## config.mk

```make
export PLATFORM = sky130hd
export DESIGN_NAME = cr_kme_int_aggr
export DESIGN_NICKNAME = d
export VERILOG_FILES = /design/src/rtl/cr_kme_int_aggr.sv
export SDC_FILE = /design/constraint.sdc
export NUM_CORES = 1
export LEC_CHECK = 0
export ABC_AREA = 1
export BUFFER_PORTS_ARGS = -buffer_cell sky130_fd_sc_hd__buf_4
export CAP_MARGIN = 0
export CORE_MARGIN = 2
export CORE_UTILIZATION = 54
export CTS_CLUSTER_DIAMETER = 60
export CTS_CLUSTER_SIZE = 24
export DETAILED_ROUTE_END_ITERATION = 8
export PLACE_DENSITY = 0.91
export SLEW_MARGIN = 20
export SYNTH_ARGS = -nofsm -noshare
export SYNTH_HDL_FRONTEND = slang
export SYNTH_SLANG_ARGS = --single-unit
```

## constraint.sdc

```tcl
create_clock -name clk -period 3.4 [get_ports clk]
set_input_delay 0.34 -clock clk [delete_from_list [all_inputs] [get_ports clk]]
set_output_delay 0.34 -clock clk [all_outputs]
set_load 0.005 [all_outputs]
```

## src/rtl/cr_kme_int_aggr.sv

```systemverilog
// Interrupt aggregator: sticky per-source status with W1C/W1S/mask/config registers,
// plus an event-count / timeout coalescing FSM driving a registered aggregate interrupt.
module cr_kme_int_aggr #(
  parameter int               N_SRC     = 5,
  parameter logic [N_SRC-1:0] EDGE_SEL  = '0,
  parameter int               THR_W     = 4,
  parameter int               TMO_W     = 16,
  parameter logic [10:0]      BASE_ADDR = 11'h37C
) (
  input  logic             clk,
  input  logic             rst_n,
  input  logic [N_SRC-1:0] src_trig,
  input  logic             ext_int,
  input  logic             wr_stb,
  input  logic             rd_stb,
  input  logic [10:0]      reg_addr,
  input  logic [31:0]      wr_data,
  output logic [31:0]      rd_data,
  output logic             rd_ack,
  output logic [N_SRC-1:0] int_status,
  output logic [N_SRC-1:0] int_mask,
  output logic             int_out
);

  localparam logic [10:0]      A_STATUS = BASE_ADDR;
  localparam logic [10:0]      A_FORCE  = BASE_ADDR + 11'd1;
  localparam logic [10:0]      A_MASK   = BASE_ADDR + 11'd2;
  localparam logic [10:0]      A_CFG    = BASE_ADDR + 11'd3;
  localparam logic [THR_W-1:0] THR_ONE  = THR_W'(1);
  localparam logic [THR_W-1:0] CNT_MAX  = '1;
  localparam logic [TMO_W-1:0] TMR_ONE  = TMO_W'(1);

  typedef enum logic [1:0] {
    S_IDLE,
    S_COAL,
    S_ASSERT
  } state_t;

  state_t           r_state, w_state_next;
  logic [N_SRC-1:0] r_status, r_mask, r_prev, r_pend_d;
  logic             r_armed;
  logic [THR_W-1:0] r_thr, r_cnt, w_cnt_next, w_cnt_inc;
  logic [TMO_W-1:0] r_tmo, r_tmr, w_tmr_next;
  logic             r_int_out, r_rd_ack;
  logic [31:0]      r_rd_data, w_rd_mux;

  logic [N_SRC-1:0] w_set, w_w1c, w_force, w_status_next, w_pend;
  logic             w_wr_mask, w_wr_cfg, w_pend_any, w_new_evt, w_tmo_hit;
  logic             w_unused;

  assign w_unused = &{1'b0, wr_data};

  // Edge sources need one clock of valid history, so nothing fires on the first edge after reset.
  assign w_set = src_trig & ~(EDGE_SEL & (r_prev | {N_SRC{~r_armed}}));

  assign w_w1c         = (wr_stb && reg_addr == A_STATUS) ? wr_data[N_SRC-1:0] : '0;
  assign w_force       = (wr_stb && reg_addr == A_FORCE)  ? wr_data[N_SRC-1:0] : '0;
  assign w_wr_mask     = wr_stb && (reg_addr == A_MASK);
  assign w_wr_cfg      = wr_stb && (reg_addr == A_CFG);
  assign w_status_next = (r_status & ~w_w1c) | w_set | w_force;

  // A new masked event is a rising bit of (status & mask), which also covers unmasking a pending bit.
  assign w_pend     = r_status & r_mask;
  assign w_pend_any = |w_pend;
  assign w_new_evt  = |(w_pend & ~r_pend_d);
  assign w_cnt_inc  = (r_cnt == CNT_MAX) ? r_cnt : r_cnt + THR_ONE;
  assign w_tmo_hit  = (r_tmo != '0) && (r_tmr == r_tmo - TMR_ONE);

  always_comb begin
    w_state_next = r_state;
    w_cnt_next   = r_cnt;
    w_tmr_next   = r_tmr;
    case (r_state)
      S_IDLE: begin
        w_cnt_next = '0;
        w_tmr_next = '0;
        if (w_new_evt) begin
          if (r_thr <= THR_ONE) begin
            w_state_next = S_ASSERT;
          end else begin
            w_state_next = S_COAL;
            w_cnt_next   = THR_ONE;
          end
        end
      end
      S_COAL: begin
        if (!w_pend_any) begin
          w_state_next = S_IDLE;
          w_cnt_next   = '0;
          w_tmr_next   = '0;
        end else begin
          if (w_new_evt) w_cnt_next = w_cnt_inc;
          w_tmr_next = r_tmr + TMR_ONE;
          if ((w_cnt_next >= r_thr) || w_tmo_hit) w_state_next = S_ASSERT;
        end
      end
      S_ASSERT: begin
        if (!w_pend_any) begin
          w_state_next = S_IDLE;
          w_cnt_next   = '0;
          w_tmr_next   = '0;
        end
      end
      default: begin
        w_state_next = S_IDLE;
        w_cnt_next   = '0;
        w_tmr_next   = '0;
      end
    endcase
  end

  always_comb begin
    w_rd_mux = '0;
    if (reg_addr == A_STATUS) begin
      w_rd_mux[N_SRC-1:0] = r_status;
    end else if (reg_addr == A_MASK) begin
      w_rd_mux[N_SRC-1:0] = r_mask;
    end else if (reg_addr == A_CFG) begin
      w_rd_mux[THR_W-1:0]  = r_thr;
      w_rd_mux[16 +: TMO_W] = r_tmo;
    end
  end

  always_ff @(posedge clk or negedge rst_n) begin
    if (!rst_n) begin
      r_state   <= S_IDLE;
      r_status  <= '0;
      r_mask    <= '1;
      r_prev    <= '0;
      r_pend_d  <= '0;
      r_armed   <= 1'b0;
      r_thr     <= THR_ONE;
      r_tmo     <= '0;
      r_cnt     <= '0;
      r_tmr     <= '0;
      r_int_out <= 1'b0;
      r_rd_ack  <= 1'b0;
      r_rd_data <= '0;
    end else begin
      r_state   <= w_state_next;
      r_status  <= w_status_next;
      r_prev    <= src_trig;
      r_pend_d  <= w_pend;
      r_armed   <= 1'b1;
      r_cnt     <= w_cnt_next;
      r_tmr     <= w_tmr_next;
      r_int_out <= (w_state_next == S_ASSERT) || ext_int;
      r_rd_ack  <= rd_stb;
      r_rd_data <= rd_stb ? w_rd_mux : '0;
      if (w_wr_mask) r_mask <= wr_data[N_SRC-1:0];
      if (w_wr_cfg) begin
        r_thr <= wr_data[THR_W-1:0];
        r_tmo <= wr_data[16 +: TMO_W];
      end
    end
  end

  assign int_status = r_status;
  assign int_mask   = r_mask;
  assign int_out    = r_int_out;
  assign rd_ack     = r_rd_ack;
  assign rd_data    = r_rd_data;

endmodule

```

==> results_tabular.tex <==
\begin{tabular}{lr}
\hline
Metric & Value \\
\hline
\multicolumn{2}{l}{\textbf{Detailed routing}} \\
\quad Residual antenna-violating net count after detailed routing & 0 \\
\quad Number of DRC violations after detailed-routing iteration 0 & 258 \\
\quad Pre-antenna DRT Iters & 5 \\
\quad Remaining DRCs & 0 \\
\quad Final wirelength & 9620 µm \\
\quad Final routed wire length divided by cell count & 13.6 µm \\
\quad Vias after detailed routing & 3,747 \\
\quad Via/cell ratio & 5.28 \\
\multicolumn{2}{l}{\textbf{Worst setup path}} \\
\quad Worst r2r dst & int\_out \\
\quad Crit end category & flip-flop \\
\quad Critical Path Source Type & flip-flop \\
\quad Worst endpoint data arrival time & 2820 ps \\
\quad R2R Setup Slk & 820 ps \\
\quad Cell with the most instances on the worst path & sky130\_fd\_sc\_hd\_\_nand2\_1 \\
\quad Critical path, cell by cell & nand2\_1 > or2\_2 > nand3\_1 > o22ai\_1 > inv\_1 > o21a\_1 > inv\_1 > ha\_1 > a21boi\_0 > o21ai\_0 > nand2\_1 > a21oi\_1 > nand2\_1 > nand2\_1 > nand3\_1 \\
\quad Slowest cell on the critical path & sky130\_fd\_sc\_hd\_\_dfstp\_2 \\
\quad Class of the most critical setup path & flip-flop to flip-flop \\
\quad CP delay by family, top & simple AND/OR/NAND/NOR gates \\
\quad Largest fanout of any net on the critical path & 4 \\
\quad Beginning of the worst register-to-register path & int\_mask[0] \\
\quad Worst path max stage delay & 570 ps \\
\quad Number of cell instances on the worst register-to-register path & 15 \\
\quad Buf/Inv on CP & 2 \\
\quad Critical path data required time & 3640 ps \\
\multicolumn{2}{l}{\textbf{Floorplanning}} \\
\quad Overall die area & 0.00876 mm² \\
\quad Die Y-Extent & 93.6 µm \\
\quad Placement row count & 32 \\
\quad Starting Density & 0.558 \\
\quad Horizontal die dimension & 93.6 µm \\
\quad Boundary Pins & 97 \\
\quad Core region area & 0.00777 mm² \\
\multicolumn{2}{l}{\textbf{Power}} \\
\quad PwrDens & 326 mW/mm² \\
\quad Total leakage power & 2.63 nW \\
\quad Worst IR Drop VDD & 203 µV \\
\quad PnR Total Power & 1.66 mW \\
\multicolumn{2}{l}{\textbf{Placed design}} \\
\quad Detailed Place HPWL & 7250 µm \\
\quad Cell area after placement & 0.00494 mm² \\
\quad Final weighted congestion of routability-driven global placement & 0.904 \\
\quad Number of cells after detailed placement & 693 \\
\quad Worst slack at placement & 869 ps \\
\quad Number of I/O port buffers & 74 \\
\multicolumn{2}{l}{\textbf{Global routing}} \\
\quad Remaining global-route overflow & 0 \\
\quad Maximum number of pins on one net before global-route repair & 81 \\
\quad Global-route wire length before repair & 16,100 µm \\
\quad GRT Overall Usage & 0.234 \\
\quad Via count of the first global-routing pass & 3,630 \\
\quad Initial antenna violation count & 0 \\
\multicolumn{2}{l}{\textbf{Clocking}} \\
\quad Register clock-pin slew on the reported worst setup and hold paths & 80 ps \\
\quad Count of hold-fix buffers inserted at cts & 0 \\
\quad TritonCTS buffer count & 9 \\
\quad CTS Buffer Depth & 2 \\
\quad TritonCTS clock tree & yes \\
\quad Later-pin clock latency in the skew report & 360 ps \\
\quad Post-cts resize count & 0 \\
\quad TritonCTS Sinks & 80 \\
\quad Root Driver & sky130\_fd\_sc\_hd\_\_clkbuf\_8 \\
\quad Post-CTS setup repair buffer count & 0 \\
\quad CTS H-tree lvls & 3 \\
\multicolumn{2}{l}{\textbf{Yosys}} \\
\quad Average cell area after synthesis & 8.28 µm² \\
\quad Post-synthesis instance area & 0.00434 mm² \\
\quad \#FFs+latches synth & 80 \\
\quad Proportion of synthesized chip area in sequential cells & 0.463 \\
\quad Post-Synthesis Cells & 524 \\
\quad Synth cell types & 39 \\
\quad Synthesis warning total & 0 \\
\multicolumn{2}{l}{\textbf{Cells and area}} \\
\quad Most common cell after layout, fill and taps aside & sky130\_fd\_sc\_hd\_\_nand2\_1 \\
\quad Highest-count cells in the layout ignoring fill and taps & sky130\_fd\_sc\_hd\_\_nand2\_1 (101), sky130\_fd\_sc\_hd\_\_buf\_4 (75), sky130\_fd\_sc\_hd\_\_dfrtp\_1 (74) \\
\quad Post-route non-filler standard cell count & 709 \\
\quad Growth of design area from synthesis to finish & 17.4\% \\
\quad Number of nets in the finished design & 663 \\
\quad Share of post-route cells with drive strength above 1 & 0.226 \\
\quad \# diodes & 0 \\
\quad Design Area, Final & 0.00509 mm² \\
\multicolumn{2}{l}{\textbf{STA}} \\
\quad Unrepaired setup endpoints after global routing & no \\
\quad Setup TNS Final & 0 ps \\
\quad Final worst path period need & 2580 ps \\
\quad Final worst setup slack & 820 ps \\
\quad Skew final & 8.02 ps \\
\quad Worst Tran Pin Value & 942 ps \\
\quad Fmax & 388 MHz \\
\quad Share of the cycle needed by the critical path after routing & 0.759 \\
\quad Relative slew slack & 0.372 \\
\quad Final Setup Violations & 0 \\
\quad Count of final max-slew check failures & 0 \\
\quad Final Hold Violating Endpoints & 0 \\
\multicolumn{2}{l}{\textbf{Status}} \\
\quad Result of the run & completed \\
\multicolumn{2}{l}{\textbf{Run}} \\
\quad Number of max-cap violations & 0 \\
\multicolumn{2}{l}{\textbf{Hold path}} \\
\quad Class of the most critical hold timing path & input pin to asynchronous set/reset pin \\
\hline
\end{tabular}
-- synth_stat cells (all sizes together) --
library cell | count | share of area
a21boi | 3 | 0.0052
a21oi | 21 | 0.024
a22o | 1 | 0.0020
a2bb2oi | 1 | 0.0020
a311oi | 1 | 0.0020
a31oi | 1 | 0.0014
buf | 17 | 0.028
clkbuf | 1 | 0.00086
conb | 1 | 0.00086
dfrtp | 74 | 0.43
dfstp | 6 | 0.036
ha | 8 | 0.023
inv | 75 | 0.065
mux2 | 16 | 0.042
nand2 | 108 | 0.099
nand3 | 40 | 0.048
nand3b | 1 | 0.0017
nand4 | 4 | 0.0058
nor2 | 59 | 0.061
nor3 | 23 | 0.029
nor4 | 1 | 0.0049
o211ai | 1 | 0.0017
o21a | 3 | 0.0052
o21ai | 32 | 0.037
o22ai | 7 | 0.010
or2 | 3 | 0.0043
xnor2 | 6 | 0.012
xor2 | 10 | 0.020
-- worst max path at each step --
stage	startpoint	endpoint	slack [ps]	depth (start not counted)
finish	int_mask[0]	int_out	820	15
global placement	int_mask[0]	int_out	950	15
global route	int_mask[1]	int_out	570	15
CTS	int_mask[0]	int_out	840	15
detailed placement	int_mask[0]	int_out	870	15
floorplan	int_mask[1]	int_out	1110	15
-- cells by family after synthesis --
kind of cell | synth area share
and+or+nand+nor | 0.254
buffers and inverters | 0.0938
DFF | 0.463
AOI/OAI and AO/OA | 0.0909
xor gates and xnor gates | 0.0323
muxes | 0.0415
adders and majority gates | 0.0231
other | 0.000865
-- per-layer routing --
metal	global-route usage	routed length, µm
met5	0	0
met4	0.0894	264
met3	0.0653	758
met2	0.399	4800
met1	0.283	3800
-- state kept, by name, indices dropped and copies added, names as in the netlist --
name	cells
r_tmo	16
r_cnt	4
r_state	2
r_pend_d	5
int_out	1
rd_ack	1
rd_data	21
r_thr	4
r_tmr	16
int_status	5
int_mask	5
-- power by group --
part           switching, mW  total (mW)  internal (mW)
Combinational         0.0672       0.119         0.0521
Sequential           0.00472       0.961          0.956
Clock                  0.318       0.582          0.264
-- area by class of cell --
cell class,instances,area [µm²]
clock buffer,14,143
fill,638,2680
clock inverter,2,10.0
multi-input combinational,361,1960
inverter,75,282
timing repair buffer,75,563
sequential,80,2010
tap,102,128
-- through the flow --
stage / hold slack (ps) / util
after floorplan: 44.4 / -
after global placement: 493 / 0.636
after detailed placement: 505 / 0.636
after CTS: 143 / 0.656
after global routing: 138 / 0.656
final: 131 / 0.656
(Power assumes the default switching activity.)
